`src/rtl/wb_regfile_if.sv`:
```
// Write-back / register-read bus between the MEM/WB register, the ID stage and the
// register bank.
//   master: drives RegWrite, MemtoReg, toAW, tMux5_1, tMux5_0, RR1, RR2
//           and receives RD1, RD2, wbData, wbValid
//   slave : the register bank (wb_regfile), which is the opposite side
interface wb_regfile_if #(
  parameter int unsigned DATA_W = 32,
  parameter int unsigned ADDR_W = 5
);
  logic              RegWrite;
  logic              MemtoReg;
  logic [ADDR_W-1:0] toAW;
  logic [DATA_W-1:0] tMux5_1;
  logic [DATA_W-1:0] tMux5_0;
  logic [ADDR_W-1:0] RR1;
  logic [ADDR_W-1:0] RR2;
  logic [DATA_W-1:0] RD1;
  logic [DATA_W-1:0] RD2;
  logic [DATA_W-1:0] wbData;
  logic              wbValid;

  modport master (
    output RegWrite, MemtoReg, toAW, tMux5_1, tMux5_0, RR1, RR2,
    input  RD1, RD2, wbData, wbValid
  );

  modport slave (
    input  RegWrite, MemtoReg, toAW, tMux5_1, tMux5_0, RR1, RR2,
    output RD1, RD2, wbData, wbValid
  );
endinterface

```
`src/rtl/wb_regfile.sv`:
```
// Write-back end of the MEM/WB pipeline: selects the write-back datum, commits it to
// a 2^ADDR_W x DATA_W register bank (entry 0 hardwired to zero) and serves two
// combinational read ports with same-cycle write-to-read bypass.
//   clkWB   : clock, all state updates on posedge
//   rstnWB  : synchronous reset, active low, clears the whole bank
//   wbIf    : slave side of wb_regfile_if
//             in : RegWrite, MemtoReg, toAW, tMux5_1, tMux5_0, RR1, RR2
//             out: RD1, RD2, wbData, wbValid (all combinational)
module wb_regfile #(
  parameter int unsigned DATA_W = 32,
  parameter int unsigned ADDR_W = 5
) (
  input  logic          clkWB,
  input  logic          rstnWB,
  wb_regfile_if.slave   wbIf
);

  localparam int unsigned NUM_REGS = 1 << ADDR_W;

  logic [DATA_W-1:0] bank [NUM_REGS];
  logic [DATA_W-1:0] wbDataSel;
  logic              wbValidSel;
  logic              bypass1;
  logic              bypass2;

  // Write-back mux and write qualifier; index 0 never counts as a real write.
  always_comb begin
    wbDataSel  = wbIf.MemtoReg ? wbIf.tMux5_1 : wbIf.tMux5_0;
    wbValidSel = wbIf.RegWrite && (wbIf.toAW != ADDR_W'(0));
  end

  assign wbIf.wbData  = wbDataSel;
  assign wbIf.wbValid = wbValidSel;

  // Bank storage: reset wins over a simultaneous write.
  always_ff @(posedge clkWB) begin
    if (!rstnWB) begin
      for (int i = 0; i < int'(NUM_REGS); i++) begin
        bank[i] <= DATA_W'(0);
      end
    end else if (wbValidSel) begin
      bank[wbIf.toAW] <= wbDataSel;
    end
  end

  // Bypass is gated by reset so a read never sees a write that reset is about to drop.
  always_comb begin
    bypass1 = wbValidSel && rstnWB && (wbIf.toAW == wbIf.RR1);
    bypass2 = wbValidSel && rstnWB && (wbIf.toAW == wbIf.RR2);
  end

  // Read port 1.
  always_comb begin
    wbIf.RD1 = DATA_W'(0);
    if (wbIf.RR1 != ADDR_W'(0)) begin
      wbIf.RD1 = bypass1 ? wbDataSel : bank[wbIf.RR1];
    end
  end

  // Read port 2.
  always_comb begin
    wbIf.RD2 = DATA_W'(0);
    if (wbIf.RR2 != ADDR_W'(0)) begin
      wbIf.RD2 = bypass2 ? wbDataSel : bank[wbIf.RR2];
    end
  end

endmodule

```
`src/flat_wrapper.sv`:
```
// flat-port wrapper written by rule: the top's interface ports become plain ports
module wb_regfile_flat 
#(
  parameter int unsigned DATA_W = 32,
  parameter int unsigned ADDR_W = 5
)
  (clkWB, rstnWB, wbIf_RegWrite, wbIf_MemtoReg, wbIf_toAW, wbIf_tMux5_1, wbIf_tMux5_0, wbIf_RR1, wbIf_RR2, wbIf_RD1, wbIf_RD2, wbIf_wbData, wbIf_wbValid);
  wb_regfile_if #(.DATA_W(DATA_W), .ADDR_W(ADDR_W)) wbIf_i ();
  input  logic clkWB;
  input  logic rstnWB;
  input wire logic [$bits(wbIf_i.RegWrite)-1:0] wbIf_RegWrite;
  input wire logic [$bits(wbIf_i.MemtoReg)-1:0] wbIf_MemtoReg;
  input wire logic [$bits(wbIf_i.toAW)-1:0] wbIf_toAW;
  input wire logic [$bits(wbIf_i.tMux5_1)-1:0] wbIf_tMux5_1;
  input wire logic [$bits(wbIf_i.tMux5_0)-1:0] wbIf_tMux5_0;
  input wire logic [$bits(wbIf_i.RR1)-1:0] wbIf_RR1;
  input wire logic [$bits(wbIf_i.RR2)-1:0] wbIf_RR2;
  output wire logic [$bits(wbIf_i.RD1)-1:0] wbIf_RD1;
  output wire logic [$bits(wbIf_i.RD2)-1:0] wbIf_RD2;
  output wire logic [$bits(wbIf_i.wbData)-1:0] wbIf_wbData;
  output wire logic [$bits(wbIf_i.wbValid)-1:0] wbIf_wbValid;
  assign wbIf_i.RegWrite = wbIf_RegWrite;
  assign wbIf_i.MemtoReg = wbIf_MemtoReg;
  assign wbIf_i.toAW = wbIf_toAW;
  assign wbIf_i.tMux5_1 = wbIf_tMux5_1;
  assign wbIf_i.tMux5_0 = wbIf_tMux5_0;
  assign wbIf_i.RR1 = wbIf_RR1;
  assign wbIf_i.RR2 = wbIf_RR2;
  assign wbIf_RD1 = wbIf_i.RD1;
  assign wbIf_RD2 = wbIf_i.RD2;
  assign wbIf_wbData = wbIf_i.wbData;
  assign wbIf_wbValid = wbIf_i.wbValid;
  wb_regfile #(.DATA_W(DATA_W), .ADDR_W(ADDR_W)) u_core (.clkWB(clkWB), .rstnWB(rstnWB), .wbIf(wbIf_i));
endmodule
```
`config.mk`:
```
export PLATFORM = sky130hd
export DESIGN_NAME = wb_regfile_flat
export DESIGN_NICKNAME = d
export VERILOG_FILES = /design/src/rtl/wb_regfile_if.sv /design/src/rtl/wb_regfile.sv /design/src/flat_wrapper.sv
export SDC_FILE = /design/constraint.sdc
export NUM_CORES = 2
export LEC_CHECK = 0
export BUFFER_PORTS_ARGS = -buffer_cell sky130_fd_sc_hd__buf_2
export CAP_MARGIN = 25
export CORE_AREA = 4 4 283 396
export CTS_CLUSTER_SIZE = 16
export DETAILED_ROUTE_END_ITERATION = 10
export DIE_AREA = 0 0 287 400
export HOLD_SLACK_MARGIN = 0.08
export MAX_ROUTING_LAYER = met4
export PLACE_DENSITY = 0.78
export SETUP_SLACK_MARGIN = 0.05
export SLEW_MARGIN = 20
export SYNTH_ARGS = -nofsm -noshare
export SYNTH_HDL_FRONTEND = slang
export SYNTH_SLANG_ARGS = --single-unit
```
`constraint.sdc`:
```
create_clock -name clkWB -period 3.1 [get_ports clkWB]
set_input_delay 0.155 -clock clkWB [delete_from_list [all_inputs] [get_ports clkWB]]
set_output_delay 0.155 -clock clkWB [all_outputs]
set_load 0.01 [all_outputs]
```
# After elaboration in Yosys (flattened, before gate mapping)
# Memories as Yosys holds them, arrays and structs flattened.
# Cells that the tools add are included.
word_totals:
  register_bits: 0
  mem_bits_rw: 1024
  inputBits: 83
  output_inout_bits: 97
  mem_count: 1
op_classes:
  eq_ne: 2
  muxes: 12
  reduce_logical: 8
mem_list:
  columns: ["name", "depth", "width", "rd", "rd_ports_with_merged_regs", "write_ports", "line", "rtl"]
  rows:
  - ["u_core.bank", 32, 32, 2, 0, 32, "wb_regfile.sv:20", "logic [DATA_W-1:0] bank [NUM_REGS];"]
ops:
  columns: ["cell", "count"]
  rows:
  - ["32-bit two-way mux", 6]
  - ["32-bit OR reduction", 1]
  - ["5-bit nonzero test", 3]
  - ["5-bit == test", 2]
  - ["1-bit two-way mux", 5]
  - ["5-bit two-way mux", 1]
  - ["1-bit logical AND", 4]

# Depth between registers and ports, before layout
depth:
  word_depth: 7
  ltp_mapped: 9
  depth_no_buf: 5

# Worst setup path before layout
# No wires, ideal clock.
synth_path:
  kind: "input-to-reg"
  from: "input port rstnWB"
  to: "memory u_core.bank[24][0] (enable)"
  arrival_ps: 1990
  required_time_ps: 2711
  path_slack_ps: 721
  path_stages: 6
  n_path_buf: 2
  path_cell_list: "buf_2 -> nand2_1 -> nor3_1 -> nand2_1 -> clkbuf_1 -> nand2_1"
synth_lines:
  columns: ["element", "line", "rtl"]
  rows:
  - ["start, declared", "flat_wrapper.sv:10", "input logic rstnWB;"]
  - ["end, declared", "wb_regfile.sv:20", null]

# Worst setup path in the final report
layout_path:
  from: "input port rstnWB"
  to: "output port wbIf_RD1[12]"
layout_between:
  elab_chain_cells: 4
layout_lines:
  columns: ["element", "line", "rtl"]
  rows:
  - ["1-bit logical AND (2 in a row)", "wb_regfile.sv:48", "bypass1 = wbValidSel && rstnWB && (wbIf.toAW == wbIf.RR1);"]
  - ["32-bit two-way mux", "wb_regfile.sv:56", "wbIf.RD1 = bypass1 ? wbDataSel : bank[wbIf.RR1];"]
  - ["32-bit two-way mux", "wb_regfile.sv:55", "if (wbIf.RR1 != ADDR_W'(0)) begin"]
  - ["end, declared", "flat_wrapper.sv:18", "output wire logic [$bits(wbIf_i.RD1)-1:0] wbIf_RD1;"]
# Every way passes these cells.

==> metrics.yaml <==
yosys:
  syn_inst: 3988
  ys_async_sr_fraction_pct: 0
  yosysSeqAreaShare_pct: 57.16
  yosysUniqueCellTypes: 56
  synthTopCellsByArea: "edfxtp_1 57%, mux4_2 13%, mux2i_1 8.6%"
  ys_top_cells_by_count: "1024 x edfxtp_1, 1015 x nor2_1, 461 x mux2i_1, 315 x mux4_2, 277 x clkbuf_1"
  synth_top_area_share_pct: 57.16
  ys_seq_elements: 1024
  yosysWarnings: 0
  synth_area_um2: 53790
  yosys_most_used_dff: "edfxtp_1"
  synth_enable_flop_cells: 1024
  yosysMostFrequentCell: "edfxtp_1"
  syn_avg_cell_area_um2: 13.49
  synth_top_area_cell: "edfxtp_1"
routing:
  drt_iter0_markers: 7458
  vias_per_cell: 7.142
  firstDrtPassIters: 8
  avgRoutedWirePerCell_um: 34.85
  ant_nets: 0
  vias: 40880
  drt-total-wl_um: 199500
  drc: 0
place:
  placed_area_um2: 57840
  post-dp-hpwl_um: 124000
  numPortBuffers: 179
  gp_congestion: 0.9773
  dpl.cell_count: 5496
global_routing:
  met2_usage_pct: 52.40
  top_usage_layer: "met2"
  use_met1_pct: 39.42
  gr-total-overflow: 0
  grt_max_degree: 71
  use_met3_pct: 9.784
  grt_pass1_vias: 40930
  grtUsageTotal_pct: 35.21
  grt_first_pass_wirelength_um: 280900
  antenna_found_initial: 16
timing:
  tightest_slew_ps: 1206
  setup_violations: 12
  finalCriticalPeriod_ps: 3311
  relSlewSlack_pct: 19.59
  fin_crit_sh_pct: 106.8
  hold_viol_final: 0
  timing.final.ws_setup_ps: -211.0
  clock.fmax_mhz: 302.0
  slew_violations: 0
  rsz0062_at_grt: "true"
cells_and_area:
  fill_cells: 8431
  layoutNonFillerInstCount: 5724
  fin_nets: 4269
  largest_register: "u_core.bank"
  fin_area_um2: 61350
  syn_to_final_growth_pct: 14.06
  drive_above_1_share_pct: 25.88
  largest_reg_flops: 1024
  top_regs: "u_core.bank (1024)"
run_status:
  status: "complete, but fails checks"
  violations: "setup timing"
floorplanning:
  core_um2: 108400
  rows: 143
  die_w_um: 287
  die_area_um2: 114800
  io_pins: 180
  start_util_pct: 49.61
  die_h_um: 400
power:
  cellInternalPower_w: 0.02418
  clock_power_share_pct: 34.8
  irDropWorstVdd_uv: 532.3
  p_seq_share_pct: 49.6
  p_leak_nw: 22.45
  p_sw_w: 0.008920
  power.density_nw_per_um2: 539.5
  pwr-share-comb_pct: 15.7
  swShare_pct: 26.95
critical_path:
  worstPathMaxFanout: 25
  crit_required_ps: 2940
  setup.worst_path.end_class: "output pin"
  worst_setup_path_start_kind: "primary input"
  critical_path_class: "in -> out"
  critPathArrivalTime_ps: 3160
flow_run:
  maxCapViolCount: 0
cts:
  clock-sinks: 1024
  htree_levels: 3
  cts_max_path_buffers: 3
  tritoncts: "done"
  clkTransAtPathRegs_ps: 70
  cts-buffers-inserted: 90
  cts-root-buf: "clkbuf_16"
  post_cts_buffers: 0
hold_path:
  hp-class: "in -> reg"
## power by group through the flow
| stage | Clock [W] | Sequential (W) | Combinational (W) |
|---|---|---|---|
| global placement | 0 | 0.0166 | 0.00482 |
| detailed placement | 0 | 0.0167 | 0.00487 |
| global route | 0.0120 | 0.0165 | 0.00525 |
| CTS | 0.0114 | 0.0164 | 0.00496 |
| finish | 0.0115 | 0.0164 | 0.00518 |
| floorplan | 0 | 0.0165 | 0.00281 |
## repair_timing
item	4_1_cts	5_1_grt
hold endpoints to repair	222	10
hold buffers	46	1
pin swaps	0	0
setup endpoints to repair	1	16
resized for setup	1	9
## path summary, 6_finish.rpt
path / slack, ps / start / cells after the start / end
max: -210 / rstnWB / 7 / wbIf_RD1[12]
min: 100 / wbIf_tMux5_0[24] / 4 / u_core.bank[31][24]$_SDFFCE_PN0P_
## placed cells by master, fill, tap and decap left out, types with 6 or more instances in the layout
cell,n
conb_1,32
nor4_1,13
a22o_1,31
inv_1,36
o22ai_1,27
bufinv_16,10
nor2_1,1008
a221oi_1,126
mux4_2,315
edfxtp_1,1024
o211ai_1,67
buf_12,53
xnor2_1,6
o21ai_0,10
clkinv_2,19
nand2_1,86
dlygate4sd3_1,47
diode_2,16
clkinvlp_4,6
clkbuf_1,11
buf_4,235
buf_2,172
o31a_1,13
a221oi_2,18
a31oi_2,7
mux2_2,32
o22a_1,17
mux2i_4,32
mux2i_1,429
a31o_2,46
clkinv_1,21
a21oi_1,14
o221ai_1,31
nor2_4,6
a31oi_1,57
nand2_2,35
clkbuf_16,91
## routing by layer
metal | up-vias | wire (um) | share of wire [%]
met2 | 4247 | 89030 | 45
li1 | 15710 | - | -
met3 | 1197 | 29230 | 15
met5 | - | 0 | 0
met4 | 0 | 21380 | 11
met1 | 19730 | 59860 | 30
## cells by family after synthesis
family	count (synthesis)	share of synthesized area, %
muxes	808	22.44
AOI/OAI and AO/OA	482	7.257
buffers and inverters	473	4.336
xor gates and xnor gates	10	0.1628
and+or+nand+nor	1190	8.636
DFF	1024	57.16
other	1	0.006971
## cell type report
class,count,area [um^2],area share [%]
Sequential cell,1024,30750,50.12
Multi-Input combinational cell,2522,21470,35.00
Timing Repair Buffer,511,4217,6.873
Clock buffer,102,2318,3.779
Tap cell,1450,1814,2.957
Clock inverter,62,603.1,0.9830
Inverter,37,138.9,0.2264
Antenna cell,16,40.04,0.06526
## per-stage QoR
stage	utilization, %	setup TNS, ps	setup slack (ps)	total power, W	hold WS, ps
2_1_floorplan	-	0	721.0	0.01934	452.3
3_3_place_gp	53.34	-65.44	-65.44	0.02140	627.3
3_5_place_dp	53.35	-30.02	-30.02	0.02153	641.1
4_1_cts	56.47	0	79.53	0.03278	80.69
5_1_grt	56.58	-577.6	-147.0	0.03372	100.2
6_report	56.58	-1250	-211.0	0.03310	96.51
## worst max-delay path, cell delays in order
cell,delay (ps)
buf_2,240
nand2_1,220
a21oi_4,560
nand2_1,570
buf_12,340
a31oi_1,730
buf_2,270
No activity file was read; power rests on OpenSTA's default activity.
